`src/rtl/fetch_prefetch_if.sv`:
```
// Fetch-side bundle: instruction memory request/response, redirect and decode handoff.
// The master modport is the prefetch unit; the slave side is memory plus decode.
interface fetch_prefetch_if #(
    parameter int unsigned XLEN = 32
);
    logic            mem_req_o;
    logic [XLEN-1:0] mem_addr_o;
    logic            mem_gnt_i;
    logic            mem_rvalid_i;
    logic [31:0]     mem_rdata_i;
    logic            redirect_i;
    logic [XLEN-1:0] redirect_pc_i;
    logic            instr_valid_o;
    logic [31:0]     instr_o;
    logic [XLEN-1:0] instr_pc_o;
    logic            instr_ready_i;

    modport master (
        output mem_req_o,
        output mem_addr_o,
        input  mem_gnt_i,
        input  mem_rvalid_i,
        input  mem_rdata_i,
        input  redirect_i,
        input  redirect_pc_i,
        output instr_valid_o,
        output instr_o,
        output instr_pc_o,
        input  instr_ready_i
    );

    modport slave (
        input  mem_req_o,
        input  mem_addr_o,
        output mem_gnt_i,
        output mem_rvalid_i,
        output mem_rdata_i,
        output redirect_i,
        output redirect_pc_i,
        input  instr_valid_o,
        input  instr_o,
        input  instr_pc_o,
        output instr_ready_i
    );
endinterface

```
`src/rtl/fetch_prefetch.sv`:
```
// Instruction prefetch buffer: issues word fetches ahead of decode and
// silently drops responses that belong to fetches made before a redirect.
module fetch_prefetch #(
    parameter int unsigned     XLEN     = 32,
    parameter int unsigned     DEPTH    = 4,
    parameter logic [XLEN-1:0] RESET_PC = {XLEN{1'b0}}
) (
    input logic              clk_i,
    input logic              rst_i,
    fetch_prefetch_if.master bus
);
    localparam int unsigned PW = $clog2(DEPTH);
    localparam int unsigned CW = PW + 1;
    localparam logic [CW:0] DEPTH_W = (CW+1)'(DEPTH);

    typedef struct packed {
        logic [31:0]     word;
        logic [XLEN-1:0] pc;
    } entry_t;

    entry_t          fifo_q [DEPTH];
    logic [XLEN-1:0] fpc_q;
    logic [XLEN-1:0] rpc_q;
    logic [CW-1:0]   cnt_q;
    logic [CW-1:0]   out_q;
    logic [CW-1:0]   disc_q;
    logic [CW-1:0]   out_d;
    logic [PW-1:0]   wptr_q;
    logic [PW-1:0]   rptr_q;
    logic [CW:0]     inflight;
    logic [XLEN-1:0] redir_pc;
    logic            head_vld;
    logic            grant;
    logic            rsp;
    logic            push;
    logic            pop;
    logic            redir;

    // Every granted fetch reserves a slot, so the buffer cannot overflow.
    assign inflight = {1'b0, out_q} + {1'b0, cnt_q};
    assign bus.mem_req_o  = inflight < DEPTH_W;
    assign bus.mem_addr_o = fpc_q;

    assign redir    = bus.redirect_i;
    assign redir_pc = {bus.redirect_pc_i[XLEN-1:2], 2'b00};
    assign head_vld = cnt_q != '0;

    assign grant = bus.mem_req_o & bus.mem_gnt_i;
    assign rsp   = bus.mem_rvalid_i & (out_q != '0);
    assign push  = rsp & ~redir & (disc_q == '0);
    assign pop   = head_vld & bus.instr_ready_i & ~redir;
    assign out_d = out_q + CW'(grant) - CW'(rsp);

    assign bus.instr_valid_o = head_vld;
    assign bus.instr_o    = head_vld ? fifo_q[rptr_q].word : 32'h0;
    assign bus.instr_pc_o = head_vld ? fifo_q[rptr_q].pc : '0;

    always_ff @(posedge clk_i or posedge rst_i) begin
        if (rst_i) begin
            fpc_q <= RESET_PC;
        end else if (redir) begin
            fpc_q <= redir_pc;
        end else if (grant) begin
            fpc_q <= fpc_q + XLEN'(4);
        end
    end

    // On redirect everything still in flight is stale, including this
    // cycle's grant; this cycle's response is already retired by out_d.
    always_ff @(posedge clk_i or posedge rst_i) begin
        if (rst_i) begin
            out_q  <= '0;
            disc_q <= '0;
            cnt_q  <= '0;
            wptr_q <= '0;
            rptr_q <= '0;
            rpc_q  <= RESET_PC;
        end else begin
            out_q <= out_d;
            if (redir) begin
                disc_q <= out_d;
                cnt_q  <= '0;
                wptr_q <= '0;
                rptr_q <= '0;
                rpc_q  <= redir_pc;
            end else begin
                if (rsp && disc_q != '0) begin
                    disc_q <= disc_q - CW'(1);
                end
                if (push) begin
                    wptr_q <= wptr_q + PW'(1);
                    rpc_q  <= rpc_q + XLEN'(4);
                end
                if (pop) begin
                    rptr_q <= rptr_q + PW'(1);
                end
                cnt_q <= cnt_q + CW'(push) - CW'(pop);
            end
        end
    end

    always_ff @(posedge clk_i) begin
        if (push) begin
            fifo_q[wptr_q] <= '{word: bus.mem_rdata_i, pc: rpc_q};
        end
    end
endmodule

```
`src/flat_wrapper.sv`:
```
// flat-port wrapper written by rule: the top's interface ports become plain ports
module fetch_prefetch_flat 
#(
    parameter int unsigned     XLEN     = 32,
    parameter int unsigned     DEPTH    = 4,
    parameter logic [XLEN-1:0] RESET_PC = {XLEN{1'b0}}
)
  (clk_i, rst_i, bus_mem_req_o, bus_mem_addr_o, bus_mem_gnt_i, bus_mem_rvalid_i, bus_mem_rdata_i, bus_redirect_i, bus_redirect_pc_i, bus_instr_valid_o, bus_instr_o, bus_instr_pc_o, bus_instr_ready_i);
  fetch_prefetch_if #(.XLEN(XLEN)) bus_i ();
  input logic clk_i;
  input logic rst_i;
  output wire logic [$bits(bus_i.mem_req_o)-1:0] bus_mem_req_o;
  output wire logic [$bits(bus_i.mem_addr_o)-1:0] bus_mem_addr_o;
  input wire logic [$bits(bus_i.mem_gnt_i)-1:0] bus_mem_gnt_i;
  input wire logic [$bits(bus_i.mem_rvalid_i)-1:0] bus_mem_rvalid_i;
  input wire logic [$bits(bus_i.mem_rdata_i)-1:0] bus_mem_rdata_i;
  input wire logic [$bits(bus_i.redirect_i)-1:0] bus_redirect_i;
  input wire logic [$bits(bus_i.redirect_pc_i)-1:0] bus_redirect_pc_i;
  output wire logic [$bits(bus_i.instr_valid_o)-1:0] bus_instr_valid_o;
  output wire logic [$bits(bus_i.instr_o)-1:0] bus_instr_o;
  output wire logic [$bits(bus_i.instr_pc_o)-1:0] bus_instr_pc_o;
  input wire logic [$bits(bus_i.instr_ready_i)-1:0] bus_instr_ready_i;
  assign bus_mem_req_o = bus_i.mem_req_o;
  assign bus_mem_addr_o = bus_i.mem_addr_o;
  assign bus_i.mem_gnt_i = bus_mem_gnt_i;
  assign bus_i.mem_rvalid_i = bus_mem_rvalid_i;
  assign bus_i.mem_rdata_i = bus_mem_rdata_i;
  assign bus_i.redirect_i = bus_redirect_i;
  assign bus_i.redirect_pc_i = bus_redirect_pc_i;
  assign bus_instr_valid_o = bus_i.instr_valid_o;
  assign bus_instr_o = bus_i.instr_o;
  assign bus_instr_pc_o = bus_i.instr_pc_o;
  assign bus_i.instr_ready_i = bus_instr_ready_i;
  fetch_prefetch #(.XLEN(XLEN), .DEPTH(DEPTH), .RESET_PC(RESET_PC)) u_core (.clk_i(clk_i), .rst_i(rst_i), .bus(bus_i));
endmodule
```
`config.mk`:
```
export PLATFORM = sky130hd
export DESIGN_NAME = fetch_prefetch_flat
export DESIGN_NICKNAME = d
export VERILOG_FILES = /design/src/rtl/fetch_prefetch_if.sv /design/src/rtl/fetch_prefetch.sv /design/src/flat_wrapper.sv
export SDC_FILE = /design/constraint.sdc
export NUM_CORES = 1
export LEC_CHECK = 0
export CAP_MARGIN = 20
export CORE_ASPECT_RATIO = 0.75
export CORE_MARGIN = 4
export CORE_UTILIZATION = 45
export DETAILED_ROUTE_END_ITERATION = 8
export GPL_ROUTABILITY_DRIVEN = 0
export GPL_TIMING_DRIVEN = 0
export PLACE_DENSITY_LB_ADDON = 0.3
export SLEW_MARGIN = 30
export SYNTH_ARGS = -nofsm -noshare
export SYNTH_HDL_FRONTEND = slang
export SYNTH_SLANG_ARGS = --single-unit
```
`constraint.sdc`:
```
create_clock -name clk_i -period 2.8 [get_ports clk_i]
set_input_delay 0.28 -clock clk_i [delete_from_list [all_inputs] [get_ports clk_i]]
set_output_delay 0.28 -clock clk_i [all_outputs]
set_load 0.1 [all_outputs]
```
==> results by group <==
Power
  • PD cells: 1000 nW/um^2
  • Overall Power: 16.8 mW
  • Leak pwr: 5.89 nW
  • VDD IR max: 0.000501 V

Timing
  • Fmax: 373 MHz
  • Clock Skews: 15.0 ps
  • Setup repair after global routing missed its margin: yes
  • Final setup violation count: 0
  • Final hold violations: 0
  • Max-slew violation count: 0
  • Hold WS: 72.1 ps
  • Post-layout min period: 2680 ps
  • Max_slew headroom: 33.8%
  • Slew @ Worst Pin: 990 ps
  • Fin crit share: 95.9%

Yosys
  • Cells after Synth: 816
  • Cell taking the most area after synthesis: edfxtp_1
  • Seq/Total Area, Yosys: 68.2%
  • Yosys reg bits: 321
  • Synth top area cells: edfxtp_1 (55%), dfrtp_1 (13%), mux4_2 (10%), and2_1 (3.1%), xnor2_1 (2.4%)
  • Main combinational cell family by area after synthesis: multiplexers
  • Mux cell area share after synthesis: 13.0%
  • Ys flop type: edfxtp_1
  • Avg Cell Area, Syn: 16.7 um^2
  • Post-synth ARST share: 22.7%
  • Synth top area share: 54.7%
  • Most common cell in the netlist: edfxtp_1
  • Post-synthesis simple-gate area fraction: 9.64%
  • Syn. warnings: 0
  • Synth unique cells: 43
  • Post-synth top cells: edfxtp_1 (248), dfrtp_1 (73), and2_1 (68)
  • Post-synthesis compound-gate area fraction: 1.90%
  • Post-synth EDFFs: 248
  • Post-Synth Adder-Cell Area: 1.58%
  • Area share of xor/xnor cells in the synthesized design: 3.80%
  • Synthesized area: 13600 um^2

Clock tree
  • H-tree depth: 1
  • Clock slew at reported path FFs: 60 ps
  • CTS tree: done
  • CTS Buf Count: 31
  • Root buffer cell: clkbuf_16
  • CTS Sinks: 321
  • Worst-Skew Late Latency: 570 ps
  • CTS max path bufs: 3
  • Hold buffers post-CTS: 0

Setup path
  • CP max FO: 10
  • Critical Path Source Type: register
  • Worst Path Required: 2520 ps
  • Worst setup path class: reg2out
  • CP arrival: 2400 ps
  • Endpoint class of the critical path: primary output

Die
  • Die Span X: 209 um
  • Initial Util: 46.2%
  • FP Rows: 54
  • Num ports: 168
  • Die height: 159 um
  • Die Area: 33100 um^2
  • Total core area: 29500 um^2

Run status
  • Status: completed

Drt
  • First-pass detailed-route iteration total: 4
  • Vias/cell: 5.33
  • DR vias: 7643
  • Total Wirelength: 29600 um
  • Post-DRT Antenna Nets: 0
  • DRC Markers: 0
  • WL/cell: 20.6 um
  • DRT iter0 DRCs: 430

Global routing
  • GRT Total Usage: 17.8%
  • Largest net degree at the start of global routing: 47
  • Initial antenna violation count: 0
  • Global-route wire length before repair: 46300 um
  • Vias in the first global route: 7863
  • Grt ovf: 0

Placed design
  • Port bufs: 161
  • DP HPWL: 20000 um
  • Inst Count DP: 1377

Hold path
  • Hold Crit Class: in2async

Layout
  • Post-route insts no fill: 1435
  • Number of inserted diodes: 0
  • Share of layout cells above drive strength 1: 24.5%
  • Fillers: 2324
  • Area Overhead vs Synth: 22.7%
  • Fin util: 56.7%
  • Final net count: 1104

Flow run
  • Max_cap viols: 0
per-layer routing:
layer,up-vias,part of all wire (%),GRT usage (%)
met5,-,0,0
met4,0,2.0,3.76
li1,3521,-,-
met1,3836,48,26.9
met3,33,5.2,2.86
met2,253,45,28.0
cell usage in the layout, fill, tap and decap left out, types with 5 or more instances in the layout:
master / synthesis / routed
xnor2_1: 38 / 38
or3_1: 6 / 6
a21boi_0: 5 / 5
buf_4: 5 / 14
nand2b_1: 7 / 7
clkinv_2: 0 / 5
o21ai_0: 6 / 6
clkdlybuf4s50_1: 0 / 97
clkbuf_8: 0 / 7
nand4_1: 35 / 35
mux2_2: 29 / 29
clkbuf_16: 0 / 31
edfxtp_1: 248 / 248
and2_1: 68 / 64
clkbuf_4: 0 / 8
nand3_1: 21 / 21
nor3_1: 7 / 6
buf_16: 0 / 5
mux4_2: 62 / 62
clkbuf_2: 0 / 10
nor2_1: 32 / 32
ha_1: 14 / 14
a21oi_1: 17 / 17
buf_2: 11 / 55
clkbuf_1: 23 / 21
nand2_1: 21 / 21
inv_1: 18 / 17
and3_1: 13 / 13
dfrtp_1: 73 / 72
xor2_1: 21 / 21
path summary, 6_finish.rpt:
path / from / to / slack (ps) / depth (start not counted)
max: u_core.rptr_q[0]$_DFFE_PP0P_ / bus_instr_o[6] / 120 / 5
min: rst_i / u_core.bus.mem_addr_o[29]$_DFFE_PP0P_ / 70 / 2
max reg2reg: u_core.cnt_q[1]$_DFF_PP0_ / u_core.cnt_q[2]$_DFF_PP0_ / 160 / 12
min reg2reg: u_core.rpc_q[17]$_DFFE_PP0N_ / u_core.fifo_q[2][17]$_DFFE_PP_ / 560 / 0
max in group asynchronous: rst_i / u_core.rptr_q[1]$_DFFE_PP0P_ / 2160 / 3
min in group clk_i: bus_mem_rdata_i[15] / u_core.fifo_q[3][47]$_DFFE_PP_ / 350 / 1
power breakdown:
part	switching, mW	internal (mW)
sequential	0.304	5.46
clock	1.74	2.43
combinational	5.08	1.76
critical path, stage by stage, from the launching register on:
cell and delay [ps]:
dfrtp_1 320, buf_4 230, buf_4 280, mux4_2 550, and2_1 170, buf_2 290
through the flow:
| step | area, um^2 | setup WS [ps] | TNS [ps] |
|---|---|---|---|
| 6_report | 16700 | 115 | 0 |
| 5_1_grt | 16700 | -9.43 | -21.3 |
| 4_1_cts | 16700 | 4.25 | 0 |
| 3_5_place_dp | 15800 | -601 | -52510 |
| 3_3_place_gp | 15700 | -832 | -284690 |
| 2_1_floorplan | 13600 | -70.0 | -70.0 |
registers in the layout (all words and copies together) (netlist names):
register / cells
u_core.cnt_q: 3
u_core.wptr_q: 2
u_core.disc_q: 3
u_core.out_q: 3
u_core.fifo_q: 248
u_core.bus.mem_addr_o: 30
u_core.rpc_q: 30
u_core.rptr_q: 2
final cells by class:
class | instances | area, um^2 | area share, %
plain buffers | 41 | 240 | 1.44
clock buffers | 48 | 913 | 5.47
clock inverters | 10 | 121 | 0.727
inverters | 18 | 70.1 | 0.420
multi-input cells | 438 | 4100 | 24.6
flip-flops and latches | 321 | 9280 | 55.5
well taps | 392 | 490 | 2.94
repair buffers | 167 | 1490 | 8.90
what timing repair did:
action                     4_1_cts  5_1_grt
setup endpoints to repair       67      193
gates resized for setup        289       22
buffers inserted                 1        0
pin swaps                        1        0
logic make-up after synthesis:
| family | count (synthesis) |
|---|---|
| adder cells (fa/ha/maj) | 16 |
| other | 1 |
| flip-flops | 321 |
| XOR/XNOR | 59 |
| AO/OA/AOI/OAI | 40 |
| buffers and inverters | 60 |
| AND/OR/NAND/NOR | 224 |
| multiplexers | 95 |
(Power assumes the default switching activity.)
